## config.mk

```make
export PLATFORM = sky130hd
export DESIGN_NAME = dl11_uart_ctrl_flat
export DESIGN_NICKNAME = d
export VERILOG_FILES = /design/src/rtl/dl11_uart_ctrl_if.sv /design/src/rtl/dl11_uart_ctrl.sv /design/src/flat_wrapper.sv
export SDC_FILE = /design/constraint.sdc
export NUM_CORES = 1
export LEC_CHECK = 0
export CAP_MARGIN = 20
export CORE_MARGIN = 10
export CORE_UTILIZATION = 35
export CTS_BUF_LIST = sky130_fd_sc_hd__clkbuf_8 sky130_fd_sc_hd__clkbuf_16
export CTS_CLUSTER_SIZE = 25
export DETAILED_ROUTE_END_ITERATION = 7
export PLACE_DENSITY = 0.73
export SLEW_MARGIN = 0
export SYNTH_ARGS = -nofsm -noshare
export SYNTH_HDL_FRONTEND = slang
export SYNTH_SLANG_ARGS = --single-unit
```

## constraint.sdc

```tcl
create_clock -name clk -period 1.35 [get_ports clk]
set_clock_uncertainty 0.05 [all_clocks]
set_input_delay 0.135 -clock clk [delete_from_list [all_inputs] [get_ports clk]]
set_output_delay 0.135 -clock clk [all_outputs]
set_load 0.005 [all_outputs]
```

## src/rtl/dl11_uart_ctrl_if.sv

```systemverilog
// DL11 console bus plus UART-pair handshake signals.
// The master side is the CPU bus decoder together with the UART pair.
interface dl11_uart_ctrl_if;
  logic [1:0]  addr;
  logic        rd;
  logic        wr;
  logic [15:0] wdata;
  logic [15:0] rdata;
  logic        rx_irq;
  logic        tx_irq;
  logic [7:0]  tx_data;
  logic        tx_send;
  logic        tx_ready;
  logic [7:0]  rx_data;
  logic        rx_data_ready;
  logic        rx_clear;

  modport master (
    output addr, rd, wr, wdata, tx_ready, rx_data, rx_data_ready,
    input  rdata, rx_irq, tx_irq, tx_data, tx_send, rx_clear
  );
  modport slave (
    input  addr, rd, wr, wdata, tx_ready, rx_data, rx_data_ready,
    output rdata, rx_irq, tx_irq, tx_data, tx_send, rx_clear
  );
endinterface

```

## src/rtl/dl11_uart_ctrl.sv

```systemverilog
// DL11-style console register block (RCSR/RBUF/XCSR/XBUF).
// It sequences one uart_tx and one uart_rx instance.
module dl11_uart_ctrl #(
  parameter logic [7:0] DATA_MASK = 8'hFF
) (
  input  logic clk,
  input  logic reset_n,
  dl11_uart_ctrl_if.slave bus
);
  typedef enum logic [1:0] {T_IDLE, T_REQ, T_BUSY} tx_state_t;

  localparam logic [1:0] A_RCSR = 2'd0, A_RBUF = 2'd1, A_XCSR = 2'd2, A_XBUF = 2'd3;

  tx_state_t   tx_state, tx_nxt;
  logic        done, rie, ovr, rdy, tie;
  logic        done_nxt, rie_nxt, ovr_nxt, rdy_nxt, tie_nxt;
  logic [7:0]  rbuf;
  logic        xbuf_wr, rbuf_rd, accept, rdy_set;
  logic [15:0] rd_mux;

  always_comb begin
    tx_nxt  = tx_state;
    rdy_set = 1'b0;
    // Writes to XBUF are accepted only while RDY is set; otherwise the byte is dropped.
    xbuf_wr = bus.wr && (bus.addr == A_XBUF) && rdy && (tx_state == T_IDLE);
    unique case (tx_state)
      T_IDLE: if (xbuf_wr) tx_nxt = T_REQ;
      T_REQ:  if (!bus.tx_ready) tx_nxt = T_BUSY;
      T_BUSY: if (bus.tx_ready) begin
        tx_nxt  = T_IDLE;
        rdy_set = 1'b1;
      end
      default: tx_nxt = T_IDLE;
    endcase
  end

  always_comb begin
    rbuf_rd  = bus.rd && (bus.addr == A_RBUF);
    // The rx_clear guard stops a second capture while uart_rx drops its flag.
    accept   = bus.rx_data_ready && !bus.rx_clear;
    rie_nxt  = (bus.wr && bus.addr == A_RCSR) ? bus.wdata[6] : rie;
    tie_nxt  = (bus.wr && bus.addr == A_XCSR) ? bus.wdata[6] : tie;
    rdy_nxt  = xbuf_wr ? 1'b0 : (rdy_set ? 1'b1 : rdy);
    done_nxt = done;
    ovr_nxt  = ovr;
    if (accept) begin
      // A simultaneous RBUF read consumes the old byte, so no overrun is reported.
      done_nxt = 1'b1;
      ovr_nxt  = rbuf_rd ? 1'b0 : done;
    end else if (rbuf_rd) begin
      done_nxt = 1'b0;
      ovr_nxt  = 1'b0;
    end
    rd_mux = 16'h0000;
    unique case (bus.addr)
      A_RCSR: rd_mux = {8'h00, done, rie, 6'b0};
      A_RBUF: rd_mux = {ovr, ovr, 6'b0, rbuf};
      A_XCSR: rd_mux = {8'h00, rdy, tie, 6'b0};
      A_XBUF: rd_mux = {8'h00, bus.tx_data};
      default: rd_mux = 16'h0000;
    endcase
  end

  always_ff @(posedge clk or negedge reset_n) begin
    if (!reset_n) begin
      tx_state     <= T_IDLE;
      bus.tx_send  <= 1'b0;
      bus.tx_data  <= 8'h00;
      bus.rx_clear <= 1'b0;
      bus.rdata    <= 16'h0000;
      bus.rx_irq   <= 1'b0;
      bus.tx_irq   <= 1'b0;
      done         <= 1'b0;
      rie          <= 1'b0;
      ovr          <= 1'b0;
      rbuf         <= 8'h00;
      rdy          <= 1'b1;
      tie          <= 1'b0;
    end else begin
      tx_state     <= tx_nxt;
      bus.tx_send  <= (tx_nxt == T_REQ);
      if (xbuf_wr) bus.tx_data <= bus.wdata[7:0];
      if (accept) rbuf <= bus.rx_data & DATA_MASK;
      bus.rx_clear <= accept;
      if (bus.rd) bus.rdata <= rd_mux;
      done         <= done_nxt;
      ovr          <= ovr_nxt;
      rie          <= rie_nxt;
      tie          <= tie_nxt;
      rdy          <= rdy_nxt;
      bus.rx_irq   <= done_nxt & rie_nxt;
      bus.tx_irq   <= rdy_nxt & tie_nxt;
    end
  end
endmodule

```

## src/flat_wrapper.sv

```systemverilog
// flat-port wrapper written by rule: the top's interface ports become plain ports
module dl11_uart_ctrl_flat 
#(
  parameter logic [7:0] DATA_MASK = 8'hFF
)
  (clk, reset_n, bus_addr, bus_rd, bus_wr, bus_wdata, bus_tx_ready, bus_rx_data, bus_rx_data_ready, bus_rdata, bus_rx_irq, bus_tx_irq, bus_tx_data, bus_tx_send, bus_rx_clear);
  dl11_uart_ctrl_if bus_i ();
  input  logic clk;
  input  logic reset_n;
  input wire logic [$bits(bus_i.addr)-1:0] bus_addr;
  input wire logic [$bits(bus_i.rd)-1:0] bus_rd;
  input wire logic [$bits(bus_i.wr)-1:0] bus_wr;
  input wire logic [$bits(bus_i.wdata)-1:0] bus_wdata;
  input wire logic [$bits(bus_i.tx_ready)-1:0] bus_tx_ready;
  input wire logic [$bits(bus_i.rx_data)-1:0] bus_rx_data;
  input wire logic [$bits(bus_i.rx_data_ready)-1:0] bus_rx_data_ready;
  output wire logic [$bits(bus_i.rdata)-1:0] bus_rdata;
  output wire logic [$bits(bus_i.rx_irq)-1:0] bus_rx_irq;
  output wire logic [$bits(bus_i.tx_irq)-1:0] bus_tx_irq;
  output wire logic [$bits(bus_i.tx_data)-1:0] bus_tx_data;
  output wire logic [$bits(bus_i.tx_send)-1:0] bus_tx_send;
  output wire logic [$bits(bus_i.rx_clear)-1:0] bus_rx_clear;
  assign bus_i.addr = bus_addr;
  assign bus_i.rd = bus_rd;
  assign bus_i.wr = bus_wr;
  assign bus_i.wdata = bus_wdata;
  assign bus_i.tx_ready = bus_tx_ready;
  assign bus_i.rx_data = bus_rx_data;
  assign bus_i.rx_data_ready = bus_rx_data_ready;
  assign bus_rdata = bus_i.rdata;
  assign bus_rx_irq = bus_i.rx_irq;
  assign bus_tx_irq = bus_i.tx_irq;
  assign bus_tx_data = bus_i.tx_data;
  assign bus_tx_send = bus_i.tx_send;
  assign bus_rx_clear = bus_i.rx_clear;
  dl11_uart_ctrl #(.DATA_MASK(DATA_MASK)) u_core (.clk(clk), .reset_n(reset_n), .bus(bus_i));
endmodule
```

==> results of run 1 <==
==> repair_timing <==
| action | CTS | global route |
|---|---|---|
| endpoints found under the hold margin | 0 | 0 |
| gates resized for setup | 12 | 12 |
| pin swaps | 0 | 0 |
| setup buffers | 12 | 2 |
| setup endpoints to repair | 24 | 21 |
| cloned | 0 | 0 |
| hold buffers | 0 | 0 |
==> flip-flops by register name (all words and copies together) (netlist names) <==
signal / count
u_core.ovr: 1
u_core.bus.rx_clear: 1
u_core.bus.tx_irq: 1
u_core.rie: 1
u_core.bus.rdata: 9
u_core.done: 1
u_core.bus.rx_irq: 1
u_core.bus.tx_send: 1
u_core.rdy: 1
u_core.tx_state: 2
u_core.rbuf: 8
u_core.bus.tx_data: 8
u_core.tie: 1
==> layout by cell type, fill, tap and decap left out, types with 3 or more instances in the layout <==
cell type	count
nand2_1	3
buf_4	24
mux2_4	6
clkdlybuf4s50_1	24
dlymetal6s2s_1	10
o22ai_1	6
mux2_2	11
mux2i_1	12
clkbuf_8	7
dfrtp_1	35
inv_1	9
conb_1	6
nand2b_1	3
dlygate4sd2_1	11
==> final timing paths <==
path | startpoint | end | slack (ns)
max reg2reg | u_core.rdy | u_core.bus.tx_data[7] | -0.09
min | reset_n | u_core.rbuf[3] | 0.16
max in group asynchronous | reset_n | u_core.rdy | 0.84
min reg2reg | u_core.ovr | u_core.bus.rdata[14] | 0.45
max | u_core.rdy | u_core.bus.tx_data[7] | -0.09
min in group clk | bus_tx_ready | u_core.tx_state[1] | 0.40
==> logic make-up after synthesis <==
family	Yosys count	share of synthesized area (%)
AO/OA/AOI/OAI	14	5.90
XOR/XNOR	1	0.551
buffers and inverters	21	7.71
flip-flops	36	56.7
multiplexers	29	21.0
other	1	0.236
AND/OR/NAND/NOR	19	7.87
==> cell usage after synthesis, drive strengths merged <==
cell / count / area, um^2
clkbuf: 1 / 3.75
a31oi: 1 / 6.26
conb: 1 / 3.75
mux2i: 12 / 120
inv: 9 / 33.8
buf: 11 / 85.1
dfrtp: 35 / 876
nand3b: 2 / 15.0
dfstp: 1 / 26.3
nand2: 5 / 26.3
o221ai: 2 / 17.5
nor2b: 2 / 12.5
nor3b: 1 / 7.51
o22ai: 6 / 37.5
nor4: 1 / 21.3
and2: 1 / 6.26
mux2: 17 / 214
o21bai: 2 / 15.0
nor2: 2 / 7.51
a21oi: 1 / 5.00
nand2b: 3 / 18.8
nor3: 1 / 5.00
o21ai: 1 / 5.00
xnor2: 1 / 8.76
nand3: 1 / 5.00
a21o: 1 / 7.51
==> per-layer routing <==
metal  track usage, %  vias to the layer above  part of all wire, %
met4             3.91                        0                  1.1
li1                 -                      545                    -
met2             17.0                       36                   51
met5                0                        -                    0
met1             12.4                      554                   40
met3             4.21                        6                  7.3
==> critical path: cells and delay by family (launching register included) <==
family,cells,cell delay (ns)
DFF,1,0.54
buffers and inverters,1,0.18
and+or+nand+nor,2,0.23
muxes,1,0.33
==> power groups by stage <==
stage | clock network, mW | logic (mW) | registers (mW)
after floorplan | 0 | 0.453 | 1.56
after global placement | 0 | 1.07 | 1.58
after detailed placement | 0 | 1.09 | 1.59
after CTS | 1.04 | 1.26 | 1.54
after global routing | 1.10 | 1.38 | 1.57
final | 1.03 | 1.26 | 1.53
==> through the flow <==
step / std cells / cell area [um^2] / power [mW]
final: 245 / 2400 / 3.81
after global routing: 245 / 2400 / 4.04
after floorplan: 126 / 1610 / 2.01
after CTS: 243 / 2350 / 3.84
after detailed placement: 223 / 2140 / 2.69
after global placement: 223 / 2140 / 2.65
==> final cells by class <==
type,instances,share of cell area (%)
clock buffers,7,4.01
clock inverters,1,1.25
inverters,9,1.41
multi-input cells,69,25.1
flip-flops and latches,36,37.5
well taps,52,2.71
repair buffers,71,28.0
==> impl_metrics.prom, run 1 <==
# TYPE chip_impl_metric gauge
chip_impl_info{name="outcome",value="complete, but fails checks"} 1
chip_impl_info{name="failed_checks",value="setup timing"} 1
chip_impl_metric{name="floorplan.die_area",unit="mm^2"} 0.00764
chip_impl_metric{name="syn_avg_cell_area",unit="um^2"} 13.1
chip_impl_metric{name="routed_wire_length_per_instance",unit="um"} 16.4
chip_impl_metric{name="worst_setup_hold_path_clk_slew",unit="ns"} 0.07
chip_impl_metric{name="power_density",unit="mW/mm^2"} 1590
chip_impl_metric{name="yosys.cell_types.count",unit=""} 30
chip_impl_metric{name="via_count",unit=""} 1141
chip_impl_metric{name="switchingPower",unit="uW"} 998
chip_impl_metric{name="max-clock-path-buffers",unit=""} 2
chip_impl_metric{name="multi_input_comb_area",unit="um^2"} 603
chip_impl_metric{name="fp.dieH",unit="um"} 87.4
chip_impl_metric{name="worst_r2r_path_depth",unit=""} 4
chip_impl_metric{name="congestion_overflow_gr",unit=""} 0
chip_impl_metric{name="sw_frac_of_total",unit="%"} 26.2
chip_impl_metric{name="final_period_minus_worst_setup_slack",unit="ns"} 1.44
chip_impl_metric{name="power.leakage",unit="nW"} 1.25
chip_impl_metric{name="drc",unit=""} 0
chip_impl_metric{name="fillCellCount",unit=""} 373
chip_impl_metric{name="power_frac_seq",unit="%"} 40.0
chip_impl_metric{name="timing.final.setup_violations",unit=""} 8
chip_impl_metric{name="start_util",unit="%"} 36.3
chip_impl_metric{name="insertion_delay",unit="ns"} 0.29
chip_impl_metric{name="finalWorstSetupSlack",unit="ns"} -0.0877
chip_impl_metric{name="clkPwrFrac",unit="%"} 26.9
chip_impl_metric{name="fraction_of_layout_cells_with_a_size_suffix_above_1",unit="%"} 29.5
chip_impl_metric{name="seq_area_frac_synth",unit="%"} 56.7
chip_impl_metric{name="drv_slew",unit=""} 0
chip_impl_metric{name="grt_max_degree",unit=""} 37
chip_impl_metric{name="comb_power_share",unit="%"} 33.0
chip_impl_metric{name="clkSinkCount",unit=""} 36
chip_impl_info{name="end_kind",value="flip-flop"} 1
chip_impl_metric{name="routed_via_density",unit=""} 4.66
chip_impl_metric{name="maxClockFrequency",unit="GHz"} 0.696
chip_impl_metric{name="critPathArrivalTime",unit="ns"} 1.57
chip_impl_metric{name="i_o_pin_count",unit=""} 60
chip_impl_info{name="tritoncts_clock_tree",value="yes"} 1
chip_impl_metric{name="antenna_violations_before_repair",unit=""} 0
chip_impl_metric{name="antenna_violating_nets_post_route",unit=""} 0
chip_impl_metric{name="path_max_fanout",unit=""} 7
chip_impl_metric{name="numPortBuffers",unit=""} 45
chip_impl_metric{name="core_region_area",unit="mm^2"} 0.00438
chip_impl_metric{name="hold-worst-slack",unit="ns"} 0.162
chip_impl_metric{name="globalplace.congestion",unit=""} 0.784
chip_impl_info{name="worst_setup_path_start_kind",value="flip-flop"} 1
chip_impl_metric{name="dieWidth",unit="um"} 87.4
chip_impl_info{name="worstPathCellList",value="nand2_2 > nor4_4 > buf_6 > mux2_2"} 1
chip_impl_metric{name="cp_slowest_stage_delay",unit="ns"} 0.54
chip_impl_metric{name="first_global_vias",unit=""} 1232
chip_impl_metric{name="final_nets",unit=""} 224
chip_impl_metric{name="grt_use_total",unit="%"} 10.6
chip_impl_metric{name="core_util_final",unit="%"} 54.8
chip_impl_metric{name="power_report.internal_total",unit="mW"} 2.82
chip_impl_metric{name="mappedNetlistArea",unit="mm^2"} 0.00159
chip_impl_metric{name="timing.final.hold_violations",unit=""} 0
chip_impl_info{name="library_cell_used_as_clock_root_buffer",value="clkbuf_8"} 1
chip_impl_metric{name="area.sequential",unit="um^2"} 902
chip_impl_metric{name="initialDrtViolationCount",unit=""} 60
chip_impl_info{name="min_path_type",value="in -> async"} 1
chip_impl_metric{name="critPathRequiredTime",unit="ns"} 1.48
chip_impl_metric{name="synth.yosys.warnings",unit=""} 0
chip_impl_metric{name="synth_cells",unit=""} 121
chip_impl_metric{name="maxCapViolations",unit=""} 0
chip_impl_metric{name="pre_cts_ws",unit="ns"} -0.377
chip_impl_metric{name="cts_inserted_buffers",unit=""} 5
chip_impl_metric{name="drt_pass1_iterations",unit=""} 4
chip_impl_metric{name="setup-tns-final",unit="ns"} -0.527
chip_impl_info{name="worst-setup-path-type",value="reg -> reg"} 1
chip_impl_metric{name="maximum_ir_drop_on_the_vdd_rail",unit="mV"} 0.882
chip_impl_metric{name="grt_pass1_wl",unit="mm"} 6.33
chip_impl_metric{name="synthToLayoutAreaGrowth",unit="%"} 51.1
chip_impl_metric{name="total_of_flip_flops_plus_latches_after_synthesis",unit=""} 36
chip_impl_metric{name="final.period_utilization",unit="%"} 106
chip_impl_metric{name="h-tree-depth",unit=""} 2
chip_impl_info{name="timing.critical_path.slowest_stage_cell",value="dfstp_2"} 1
chip_impl_metric{name="diodes",unit=""} 0
chip_impl_info{name="unrepaired_setup_endpoints_after_global_routing",value="yes"} 1
chip_impl_metric{name="dp.final_hpwl",unit="mm"} 2.87
chip_impl_metric{name="routed_wirelength",unit="mm"} 4.02
chip_impl_metric{name="placement_rows",unit=""} 24
No activity file was read; power rests on OpenSTA's default activity.
==> run 2, diff against run 1 <==
--- a/config.mk
+++ b/config.mk
@@ -6,6 +6,7 @@
 export NUM_CORES = 1
 export LEC_CHECK = 0
 export CAP_MARGIN = 20
+export CORE_ASPECT_RATIO = 0.7
 export CORE_MARGIN = 10
 export CORE_UTILIZATION = 35
 export CTS_BUF_LIST = sky130_fd_sc_hd__clkbuf_8 sky130_fd_sc_hd__clkbuf_16
==> run 2 against run 1 <==
  * The run still ends with setup timing left
  * Hold slack better by 0.0085 ns
  * Non-clock buffer count is 4 lower
  * Sequential power hardly changed
  * Wire length is 1.2% lower
  * Core utilization is 1.5 points lower
  * Highest routed layer unchanged
  * Global-route usage is 0.068 points lower
  * Worst setup slack better by 0.0091 ns
  * Critical endpoint is now u_core.bus.tx_data[4]
  * Total power is 8.8% lower
  * Largest power group unchanged
  * Die area is 0.56% higher
==> impl_metrics.prom, run 2 (same netlist as run 1, synthesis figures left out) <==
# TYPE chip_impl_metric gauge
chip_impl_metric{name="numPortBuffers",unit=""} 45
chip_impl_metric{name="core_region_area",unit="mm^2"} 0.00435
chip_impl_metric{name="via_count",unit=""} 1133
chip_impl_info{name="final_cell_mix",value="dfrtp_1 (35), clkdlybuf4s50_1 (24), buf_4 (18)"} 1
chip_impl_metric{name="met1_resource_use_gr",unit="%"} 13.6
chip_impl_metric{name="dieWidth",unit="um"} 101
chip_impl_metric{name="power.leakage",unit="nW"} 1.16
chip_impl_metric{name="worst_setup_hold_path_clk_slew",unit="ns"} 0.07
chip_impl_metric{name="clkSinkCount",unit=""} 36
chip_impl_metric{name="congestion_overflow_gr",unit=""} 0
chip_impl_metric{name="sw_frac_of_total",unit="%"} 28.0
chip_impl_metric{name="insertion_delay",unit="ns"} 0.28
chip_impl_metric{name="switchingPower",unit="uW"} 974
chip_impl_metric{name="grt_max_degree",unit=""} 37
chip_impl_metric{name="routed_wirelength",unit="mm"} 3.97
chip_impl_metric{name="h-tree-depth",unit=""} 2
chip_impl_metric{name="max-clock-path-buffers",unit=""} 2
chip_impl_info{name="failed_checks",value="setup timing"} 1
chip_impl_metric{name="final.period_utilization",unit="%"} 106
chip_impl_metric{name="dp_cells",unit=""} 227
chip_impl_metric{name="power_frac_seq",unit="%"} 44.0
chip_impl_metric{name="antenna_violating_nets_post_route",unit=""} 0
chip_impl_info{name="mostFrequentLayoutCell",value="dfrtp_1"} 1
chip_impl_metric{name="i_o_pin_count",unit=""} 60
chip_impl_metric{name="timing.final.setup_violations",unit=""} 10
chip_impl_metric{name="setup-tns-final",unit="ns"} -0.546
chip_impl_metric{name="dp.final_hpwl",unit="mm"} 3.01
chip_impl_info{name="library_cell_used_as_clock_root_buffer",value="clkbuf_8"} 1
chip_impl_metric{name="path_max_fanout",unit=""} 3
chip_impl_metric{name="drv_slew",unit=""} 0
chip_impl_metric{name="routed_wire_length_per_instance",unit="um"} 16.3
chip_impl_info{name="largest-register",value="u_core.bus.rdata"} 1
chip_impl_metric{name="cts_inserted_buffers",unit=""} 5
chip_impl_metric{name="core_util_final",unit="%"} 53.4
chip_impl_metric{name="critPathRequiredTime",unit="ns"} 1.47
chip_impl_info{name="worst-setup-path-type",value="reg -> reg"} 1
chip_impl_metric{name="final-instance-count-excl-fill",unit=""} 244
chip_impl_metric{name="initialDrtViolationCount",unit=""} 42
chip_impl_metric{name="diodes",unit=""} 0
chip_impl_metric{name="clkPwrFrac",unit="%"} 20.8
chip_impl_info{name="tritoncts_clock_tree",value="yes"} 1
chip_impl_metric{name="synthToLayoutAreaGrowth",unit="%"} 46.1
chip_impl_info{name="min_path_type",value="in -> async"} 1
chip_impl_metric{name="largest_register_ffs",unit=""} 9
chip_impl_info{name="outcome",value="complete, but fails checks"} 1
chip_impl_metric{name="dpl-instance-area",unit="mm^2"} 0.00215
chip_impl_metric{name="power_density",unit="mW/mm^2"} 1500
chip_impl_info{name="reg.largest.list",value="u_core.bus.rdata x9, u_core.bus.tx_data x8, u_core.rbuf x8"} 1
chip_impl_metric{name="critPathArrivalTime",unit="ns"} 1.55
chip_impl_metric{name="final_period_minus_worst_setup_slack",unit="ns"} 1.43
chip_impl_info{name="end_kind",value="flip-flop"} 1
chip_impl_metric{name="drc",unit=""} 0
chip_impl_metric{name="fp.dieH",unit="um"} 76.4
chip_impl_info{name="top_usage_layer",value="met2"} 1
chip_impl_metric{name="globalplace.congestion",unit=""} 0.798
chip_impl_metric{name="drt_pass1_iterations",unit=""} 4
chip_impl_metric{name="start_util",unit="%"} 36.5
chip_impl_info{name="worst_setup_path_start_kind",value="flip-flop"} 1
chip_impl_metric{name="placement_rows",unit=""} 20
chip_impl_metric{name="finalWorstSetupSlack",unit="ns"} -0.0786
chip_impl_metric{name="final_area",unit="mm^2"} 0.00232
chip_impl_metric{name="grt_use_met3",unit="%"} 5.43
chip_impl_metric{name="timing.final.hold_violations",unit=""} 0
chip_impl_metric{name="maxCapViolations",unit=""} 0
chip_impl_metric{name="maximum_ir_drop_on_the_vdd_rail",unit="mV"} 0.719
chip_impl_info{name="unrepaired_setup_endpoints_after_global_routing",value="yes"} 1
chip_impl_metric{name="first_global_vias",unit=""} 1233
chip_impl_metric{name="comb_power_share",unit="%"} 35.2
chip_impl_metric{name="routed_via_density",unit=""} 4.64
chip_impl_metric{name="maxClockFrequency",unit="GHz"} 0.700
chip_impl_metric{name="antenna_violations_before_repair",unit=""} 0
chip_impl_metric{name="cts_hold_buf",unit=""} 0
chip_impl_metric{name="grt_use_total",unit="%"} 10.5
chip_impl_metric{name="grt_pass1_wl",unit="mm"} 6.48
chip_impl_metric{name="final_nets",unit=""} 220
chip_impl_metric{name="use_met2",unit="%"} 15.1
chip_impl_metric{name="power_report.internal_total",unit="mW"} 2.50
chip_impl_metric{name="floorplan.die_area",unit="mm^2"} 0.00768
chip_impl_metric{name="fraction_of_layout_cells_with_a_size_suffix_above_1",unit="%"} 27.0
[run 2: cell count changes in the layout (fill, tap and decap cells not counted), sizes merged]
cell,delta
clkbuf,-2
clkinv,+1
buf,-4
dlygate4sd2,+4
dlymetal6s2s,-4
inv,+2
bufinv,-1
[run 2: critical path, cell delays in order (launching register included)]
cell,delay [ns]
dfstp_2,0.54
nand2_2,0.06
nor4_4,0.17
buf_4,0.20
mux2_4,0.30
[run 2: worst paths after layout]
check / start / to / slack, ns / cells after the start
min reg2reg: u_core.rbuf[4] / u_core.rbuf[4] / 0.46 / 1
max: u_core.rdy / u_core.bus.tx_data[4] / -0.08 / 4
max in group asynchronous: reset_n / u_core.rdy / 0.84 / 2
max reg2reg: u_core.rdy / u_core.bus.tx_data[4] / -0.08 / 4
min in group clk: bus_addr[1] / u_core.rie / 0.38 / 4
min: reset_n / u_core.bus.tx_send / 0.17 / 2
[run 2: layer usage]
layer / wire [um] / vias up
met5: 0 / -
met4: 29 / 0
met3: 393 / 3
met2: 1750 / 47
met1: 1800 / 548
li1: - / 535
[run 2: stage by stage]
stage	setup WS, ns	total power, mW	hold slack [ns]
after floorplan	-0.0807	2.01	-0.211
after global placement	-0.348	2.66	0.440
after detailed placement	-0.350	2.69	0.446
after CTS	-0.0887	3.49	0.184
after global routing	-0.134	3.68	0.180
final	-0.0786	3.48	0.171
[run 2: repair_timing]
item / CTS / global route
pin swaps: 0 / 1
buffers inserted: 8 / 1
gates resized for setup: 17 / 11
endpoints found under the setup margin: 27 / 17
[run 2: power groups by stage]
stage                     combinational [mW]  clock [mW]  sequential [mW]
after detailed placement                1.10           0             1.59
after global routing                    1.33       0.781             1.57
after floorplan                        0.453           0             1.56
final                                   1.23       0.723             1.53
after CTS                               1.22       0.733             1.54
after global placement                  1.08           0             1.58
[run 2: final cells by class]
type | instances | area, um^2
Sequential cell | 36 | 902
Clock buffer | 5 | 68.8
Clock inverter | 3 | 12.5
Inverter | 9 | 33.8
Timing Repair Buffer | 67 | 636
Multi-Input combinational cell | 69 | 602
Tap cell | 55 | 68.8
Fill cell | 382 | 2030
